===== src/rtl/fp_to_int_pkg.sv =====
// Shared constants and types for the FP-to-integer converter and its rounding helper.
package fp_to_int_pkg;

   localparam int unsigned BIAS = 127;

   localparam logic [2:0] RNE = 3'b000;
   localparam logic [2:0] RZ  = 3'b001;
   localparam logic [2:0] RD  = 3'b010;
   localparam logic [2:0] RU  = 3'b011;
   localparam logic [2:0] RNA = 3'b100;

   localparam logic [31:0] FP_NANQ  = 32'h7FC0_0000;
   localparam logic [31:0] FP_NANS  = 32'h7FA0_0000;
   localparam logic [31:0] FP_INFP  = 32'h7F80_0000;
   localparam logic [31:0] FP_INFN  = 32'hFF80_0000;
   localparam logic [31:0] FP_ZEROP = 32'h0000_0000;
   localparam logic [31:0] FP_ZERON = 32'h8000_0000;

   localparam logic [31:0] INT_MAX  = 32'h7FFF_FFFF;
   localparam logic [31:0] INT_MIN  = 32'h8000_0000;
   localparam logic [31:0] UINT_MAX = 32'hFFFF_FFFF;

   typedef enum logic [2:0] {ClsNorm, ClsZero, ClsDenorm, ClsInf, ClsNan, ClsOvf} fp_class_e;

   typedef struct packed {
      logic        sign;
      fp_class_e   cls;
      logic [31:0] ipart;
      logic        g;
      logic        t;
      logic [2:0]  round_m;
      logic        signed_m;
   } s1_t;

endpackage


===== src/rtl/fp_to_int_if.sv =====
// Operand/result handshake bundle for fp_to_int; slave is the converter's view.
interface fp_to_int_if #(
   parameter int unsigned W = 32
);
   logic         in_valid;
   logic         in_ready;
   logic [W-1:0] in1;
   logic [2:0]   round_m;
   logic         signed_m;
   logic [W-1:0] out;
   logic         out_valid;
   logic         out_ready;
   logic         inv;
   logic         inexact;

   modport slave (
      input  in_valid, in1, round_m, signed_m, out_ready,
      output in_ready, out, out_valid, inv, inexact
   );

   modport master (
      output in_valid, in1, round_m, signed_m, out_ready,
      input  in_ready, out, out_valid, inv, inexact
   );
endinterface


===== src/rtl/fp_round_inc.sv =====
// Round-increment decision from LSB, guard, sticky, sign and rounding mode.
module fp_round_inc
   import fp_to_int_pkg::*;
(
   input  logic       l,
   input  logic       g,
   input  logic       t,
   input  logic       sign,
   input  logic [2:0] round_m,
   output logic       inc
);

   always_comb begin
      inc = 1'b0;
      case (round_m)
         RNE:     inc = g & (t | l);
         RNA:     inc = g;
         RU:      inc = (g | t) & ~sign;
         RD:      inc = (g | t) & sign;
         default: inc = 1'b0;  // RZ and unused codes truncate
      endcase
   end

endmodule


===== src/rtl/fp_to_int.sv =====
// binary32 to int32/uint32 converter, two-stage elastic pipeline.
// Optional FP_TO_INT_INV_COUNT_EN adds a saturating count of invalid results delivered.
module fp_to_int
   import fp_to_int_pkg::*;
#(
   parameter int unsigned W = 32,
   parameter int unsigned M = 22,
   parameter int unsigned E = 30
) (
   input  logic       clk,
   input  logic       rst,
   fp_to_int_if.slave bus
`ifdef FP_TO_INT_INV_COUNT_EN
   ,
   output logic [15:0] inv_count
`endif
);

   logic v1_q, v2_q, s2_free, in_ready;
   s1_t  s1_d, s1_q;

   assign s2_free     = ~v2_q | bus.out_ready;
   assign in_ready    = ~v1_q | s2_free;
   assign bus.in_ready = in_ready;

   // Stage 1: unpack and align
   logic [E-M-1:0]    exp_in;
   logic [M:0]        mant;
   logic signed [9:0] ue;
   logic [54:0]       wide;

   assign exp_in = bus.in1[E:M+1];
   assign mant   = bus.in1[M:0];
   assign ue     = $signed({2'b00, exp_in} - 10'(BIAS));
   // Binary point sits between bits 23 and 22 after the shift.
   assign wide   = {31'b0, 1'b1, mant} << ue[4:0];

   always_comb begin
      s1_d          = '0;
      s1_d.cls      = ClsNorm;
      s1_d.sign     = bus.in1[W-1];
      s1_d.round_m  = bus.round_m;
      s1_d.signed_m = bus.signed_m;
      if (exp_in == '0) begin
         s1_d.cls = (mant == '0) ? ClsZero : ClsDenorm;
         s1_d.t   = (mant != '0);
      end else if (exp_in == '1) begin
         s1_d.cls = (mant != '0) ? ClsNan : ClsInf;
      end else if (ue > 10'sd31) begin
         s1_d.cls = ClsOvf;
      end else if (ue < 10'sd0) begin
         s1_d.g = (ue == -10'sd1);
         s1_d.t = (ue == -10'sd1) ? |mant : 1'b1;
      end else begin
         s1_d.ipart = wide[54:23];
         s1_d.g     = wide[22];
         s1_d.t     = |wide[21:0];
      end
   end

   always_ff @(posedge clk or posedge rst) begin
      if (rst) begin
         v1_q <= 1'b0;
         s1_q <= '0;
      end else begin
         if (in_ready) v1_q <= bus.in_valid;
         if (bus.in_valid & in_ready) s1_q <= s1_d;
      end
   end

   // Stage 2: round, negate, saturate
   logic        inc, big;
   logic [32:0] mag;
   logic [31:0] out_d, out_q;
   logic        inv_d, inv_q, inexact_d, inexact_q;

   fp_round_inc u_round_inc (
      .l       (s1_q.ipart[0]),
      .g       (s1_q.g),
      .t       (s1_q.t),
      .sign    (s1_q.sign),
      .round_m (s1_q.round_m),
      .inc     (inc)
   );

   assign mag = {1'b0, s1_q.ipart} + {32'b0, inc};
   assign big = (s1_q.cls == ClsInf) | (s1_q.cls == ClsOvf);

   always_comb begin
      out_d     = '0;
      inv_d     = 1'b0;
      inexact_d = s1_q.g | s1_q.t;
      if (s1_q.signed_m) begin
         if (s1_q.cls == ClsNan || (!s1_q.sign && (big || mag > {1'b0, INT_MAX}))) begin
            out_d = INT_MAX;
            inv_d = 1'b1;
         end else if (s1_q.sign && (big || mag > {1'b0, INT_MIN})) begin
            out_d = INT_MIN;
            inv_d = 1'b1;
         end else begin
            out_d = s1_q.sign ? (~mag[31:0] + 32'd1) : mag[31:0];
         end
      end else begin
         if (s1_q.cls == ClsNan || (!s1_q.sign && (big || mag[32]))) begin
            out_d = UINT_MAX;
            inv_d = 1'b1;
         end else if (s1_q.sign && (big || mag != '0)) begin
            inv_d = 1'b1;
         end else begin
            out_d = mag[31:0];
         end
      end
      if (inv_d) inexact_d = 1'b0;
   end

   always_ff @(posedge clk or posedge rst) begin
      if (rst) begin
         v2_q      <= 1'b0;
         out_q     <= '0;
         inv_q     <= 1'b0;
         inexact_q <= 1'b0;
      end else if (s2_free) begin
         v2_q <= v1_q;
         if (v1_q) begin
            out_q     <= out_d;
            inv_q     <= inv_d;
            inexact_q <= inexact_d;
         end
      end
   end

   assign bus.out       = out_q;
   assign bus.out_valid = v2_q;
   assign bus.inv       = inv_q;
   assign bus.inexact   = inexact_q;

`ifdef FP_TO_INT_INV_COUNT_EN
   logic [15:0] inv_count_q;

   always_ff @(posedge clk or posedge rst) begin
      if (rst) begin
         inv_count_q <= '0;
      end else if (v2_q & bus.out_ready & inv_q & (inv_count_q != 16'hFFFF)) begin
         inv_count_q <= inv_count_q + 16'd1;
      end
   end

   assign inv_count = inv_count_q;
`endif

endmodule

===== src/flat_wrapper.sv =====
// flat-port wrapper written by rule: the top's interface ports become plain ports
module fp_to_int_flat import fp_to_int_pkg::*;
#(
   parameter int unsigned W = 32,
   parameter int unsigned M = 22,
   parameter int unsigned E = 30
)
  (clk, rst, bus_in_valid, bus_in1, bus_round_m, bus_signed_m, bus_out_ready, bus_in_ready, bus_out, bus_out_valid, bus_inv, bus_inexact);
  fp_to_int_if #(.W(W)) bus_i ();
  input  logic clk;
  input  logic rst;
  input wire logic [$bits(bus_i.in_valid)-1:0] bus_in_valid;
  input wire logic [$bits(bus_i.in1)-1:0] bus_in1;
  input wire logic [$bits(bus_i.round_m)-1:0] bus_round_m;
  input wire logic [$bits(bus_i.signed_m)-1:0] bus_signed_m;
  input wire logic [$bits(bus_i.out_ready)-1:0] bus_out_ready;
  output wire logic [$bits(bus_i.in_ready)-1:0] bus_in_ready;
  output wire logic [$bits(bus_i.out)-1:0] bus_out;
  output wire logic [$bits(bus_i.out_valid)-1:0] bus_out_valid;
  output wire logic [$bits(bus_i.inv)-1:0] bus_inv;
  output wire logic [$bits(bus_i.inexact)-1:0] bus_inexact;
  assign bus_i.in_valid = bus_in_valid;
  assign bus_i.in1 = bus_in1;
  assign bus_i.round_m = bus_round_m;
  assign bus_i.signed_m = bus_signed_m;
  assign bus_i.out_ready = bus_out_ready;
  assign bus_in_ready = bus_i.in_ready;
  assign bus_out = bus_i.out;
  assign bus_out_valid = bus_i.out_valid;
  assign bus_inv = bus_i.inv;
  assign bus_inexact = bus_i.inexact;
  fp_to_int #(.W(W), .M(M), .E(E)) u_core (.clk(clk), .rst(rst), .bus(bus_i));
endmodule

===== config.mk =====
export PLATFORM = sky130hd
export DESIGN_NAME = fp_to_int_flat
export DESIGN_NICKNAME = d
export VERILOG_FILES = /design/src/rtl/fp_to_int_pkg.sv /design/src/rtl/fp_to_int_if.sv /design/src/rtl/fp_round_inc.sv /design/src/rtl/fp_to_int.sv /design/src/flat_wrapper.sv
export SDC_FILE = /design/constraint.sdc
export NUM_CORES = 1
export LEC_CHECK = 0
export ABC_CLOCK_PERIOD_IN_PS = 7300
export CAP_MARGIN = 0
export CELL_PAD_IN_SITES_DETAIL_PLACEMENT = 0
export CELL_PAD_IN_SITES_GLOBAL_PLACEMENT = 1
export CORE_UTILIZATION = 53
export DETAILED_ROUTE_END_ITERATION = 16
export DONT_BUFFER_PORTS = 1
export GPL_TIMING_DRIVEN = 0
export PLACE_DENSITY_LB_ADDON = 0.1
export SYNTH_ARGS = -nofsm -noshare
export SYNTH_HDL_FRONTEND = slang
export SYNTH_SLANG_ARGS = --single-unit

===== constraint.sdc =====
create_clock -name clk -period 7.3 [get_ports clk]
set_input_delay 0.73 -clock clk [delete_from_list [all_inputs] [get_ports clk]]
set_output_delay 0.73 -clock clk [all_outputs]
set_load 0.03 [all_outputs]

==> impl_results.md <==
- Register share of total power: 39.3%
- PD cells: 232 nW/um2
- Crit end category: register
- Vias/cell: 6.99
- Synth area leaders: dfrtp_1 (26%), mux2i_1 (5.3%), nor2_1 (5.3%)
- Leak Pwr: 3.23 nW
- Combinational power share: 36.3%
- Yosys reg bits: 78
- Routed WL: 26.0 mm
- Post-Syn Area per Cell: 8.07 um2
- Clk Latency, worst-skew pair: 0.35 ns
- Sequential area share after synthesis: 26.4%
- Most numerous cell in the Yosys netlist: nor2_1
- CP max stage delay: 0.64 ns
- FFs w/ async S/R, synth: 100%
- Core Footprint: 13500 um2
- Slew @ Worst Pin: 1.06 ns
- # rows: 42
- Critical path class: register to register
- Min-delay worst type: input port to asynchronous set/reset pin
- Crit start category: register
- Initial DRC count: 911
- GP Congestion: 1.00
- Max VDD drop: 0.160 mV
- Setup TNS Final: 0 ns
- Critical Path AT: 6.36 ns
- Switch Pwr: 0.831 mW
- DRT Pass-1 Iters: 6
- DR vias: 7761
- CTS buffer count: 9
- Leading register cell type out of synthesis: dfrtp_1
- WL met2: 11.4 mm
- First-pass GRT wire length: 40.8 mm
- Place WS: 1.50 ns
- CTS clock-pin slew for the worst setup and hold paths: 0.07 ns
- Fin. Hold Viols: 0
- DIE HEIGHT: 120 um
- Synth warnings: 0
- Count of different cell masters after synthesis: 87
- Count of buffer and inverter cells on the critical path: 6
- Clk pwr share: 24.4%
- CTS sink cnt: 78
- Post-DR wirelength/cell: 23.4 um
- Final #Nets: 977
- Residual DRC count: 0
- Delay-heaviest family, CP: buffers and inverters
- RSZ-0062 raised after global routing: false
- Area of the mapped netlist: 7400 um2
- Placed insts: 1094
- CTS H-tree depth: 3
- Met3 wire len: 2.42 mm
- FMAX: 0.164 GHz
- Clock buffer depth: 2
- Vias in the first global route: 7350
- Synth area leader: dfrtp_1
- P_int: 1.01 mW
- Largest net degree at the start of global routing: 69
- Slowest CP cell: or4_4
- Synth top cells by count: nor2_1 (104), nand2_1 (89), dfrtp_1 (78)
- Setup bufs post-CTS: 0
- # IOs: 76
- TritonCTS clock tree: done
- GRT Total Usage: 36.9%
- Top Metal Used: met4
- Dpl hpwl: 20.5 mm
- Endpoints failing setup: 0
- Status: finished clean
- Die area: 14400 um2
- Ant. Diodes: 0
- WP data required: 7.55 ns
- Grt ovf: 0
- Root Driver: clkbuf_16
- Final ANT Viol Nets: 0
- Die span in x: 120 um
- Slew Viols, Final: 0
- Minimum clock period after layout: 6.11 ns
- WL met1: 11.6 mm
- Post-CTS sizing: 0
- Min setup slack post-route: 1.19 ns
- Most Frequent Cell on Critical Path: clkbuf_1
- Mapped Cells: 917
- Post-Route Skew: 0.0141 ns
- Synth top area share: 26.4%
- Final period util: 83.7%
- Number of flops mapped to enable cells by yosys: 0
- Initial antenna violation count: 0
- Sw Ratio: 45.0%
- CP cell instances: clkbuf_1, clkbuf_1, clkbuf_1, a21oi_1, o21ai_0, ha_1, ha_1, buf_2, nand4_2, or4_4, xnor2_4, nor4_2, nand4b_2, o41a_1, buf_6, nor2_4, buf_6, nand3_1, a31oi_1
- Max_cap viols: 0
- Area grow syn2layout: 7.34%
- Initial Util: 55.0%
- Buffers on Ports: 0
- Syn nets: 965
- Relative slew margins: 29.3%
- Hold_buf cts: 0
- Non-Filler Instances: 1110
- Share of cells above drive strength 1: 9.96%
- CP max FO: 10
==> per-stage QoR <==
step / hold WS [ns] / total power, mW / area (um2) / util, %
floorplan: 0.464 / 1.19 / 7400 / -
global placement: 0.492 / 1.36 / 7620 / 56.6
detailed placement: 0.500 / 1.38 / 7650 / 56.9
CTS: 0.156 / 1.83 / 7940 / 59.0
global route: 0.159 / 1.93 / 7940 / 59.0
finish: 0.155 / 1.84 / 7940 / 59.0
==> power by group through the flow <==
stage                     Sequential (mW)  Combinational (mW)  Clock [mW]
after floorplan                     0.710               0.484           0
after global placement              0.729               0.636           0
after detailed placement            0.734               0.645           0
after CTS                           0.726               0.649       0.454
after global routing                0.734               0.720       0.471
final                               0.725               0.670       0.449
==> final cells by class <==
class / count / area [um2]
timing repair buffer: 1 / 27.5
clock inverter: 5 / 40.0
clock buffer: 11 / 253
fill: 1330 / 5510
buffer: 66 / 314
inverter: 12 / 47.5
tap: 176 / 220
multi-input combinational: 761 / 5090
sequential: 78 / 1950
==> registers in the layout, summed over array words and instances, names as in the netlist <==
name / count
u_core.bus.inexact: 1
u_core.bus.out_valid: 1
u_core.v1_q: 1
u_core.bus.inv: 1
u_core.bus.out: 32
u_core.s1_q: 42
==> final timing paths <==
kind / from / to / slack, ns / depth (start not counted)
max: u_core.s1_q[41] / u_core.bus.out[23] / 1.19 / 19
min: rst / u_core.s1_q[31] / 0.15 / 1
max reg2reg: u_core.s1_q[41] / u_core.bus.out[23] / 1.19 / 19
min reg2reg: u_core.v1_q / u_core.bus.out_valid / 0.52 / 1
max in group asynchronous: rst / u_core.bus.out[24] / 6.56 / 2
min in group clk: bus_in_valid / u_core.v1_q / 0.49 / 1
==> logic make-up (layout without fill, tap and decap cells) <==
| kind of cell | Yosys count | count (layout) | synth area share, % |
|---|---|---|---|
| XOR/XNOR | 53 | 53 | 6.63 |
| adder cells (fa/ha/maj) | 8 | 8 | 1.35 |
| multiplexers | 62 | 62 | 10.8 |
| flip-flops | 78 | 78 | 26.4 |
| AND/OR/NAND/NOR | 387 | 387 | 26.9 |
| buffers and inverters | 78 | 95 | 4.85 |
| AO/OA/AOI/OAI | 251 | 251 | 23.1 |
==> metal layers <==
metal  track usage (%)  up-vias
li1                  -     3476
met1              53.3     3793
met2              55.4      438
met3              6.46       54
met4              12.1        0
met5                 0        -
==> cell usage in the layout (no fill, tap or decap), types with 4 or more instances in the layout <==
cell / instances
xnor2_1: 26
xor2_1: 25
a211oi_1: 10
nand3_1: 53
and3_1: 13
buf_2: 16
a31oi_1: 21
o211ai_1: 4
or2_2: 4
nor2_1: 104
o31ai_1: 8
or3_1: 6
buf_4: 6
and4_1: 9
o31a_1: 7
a22o_1: 23
clkbuf_16: 9
clkbuf_1: 31
a21oi_1: 41
mux2i_1: 39
nor3_1: 20
mux2_2: 10
ha_1: 8
o22ai_1: 22
a32o_1: 4
a221o_1: 4
nand2_1: 89
and2_1: 11
nor4_1: 18
buf_1: 9
inv_1: 11
dfrtp_1: 78
mux4_2: 13
nand2b_1: 9
nand4_1: 19
o21ai_0: 63
a211o_1: 4
No activity file was read; power rests on OpenSTA's default activity.
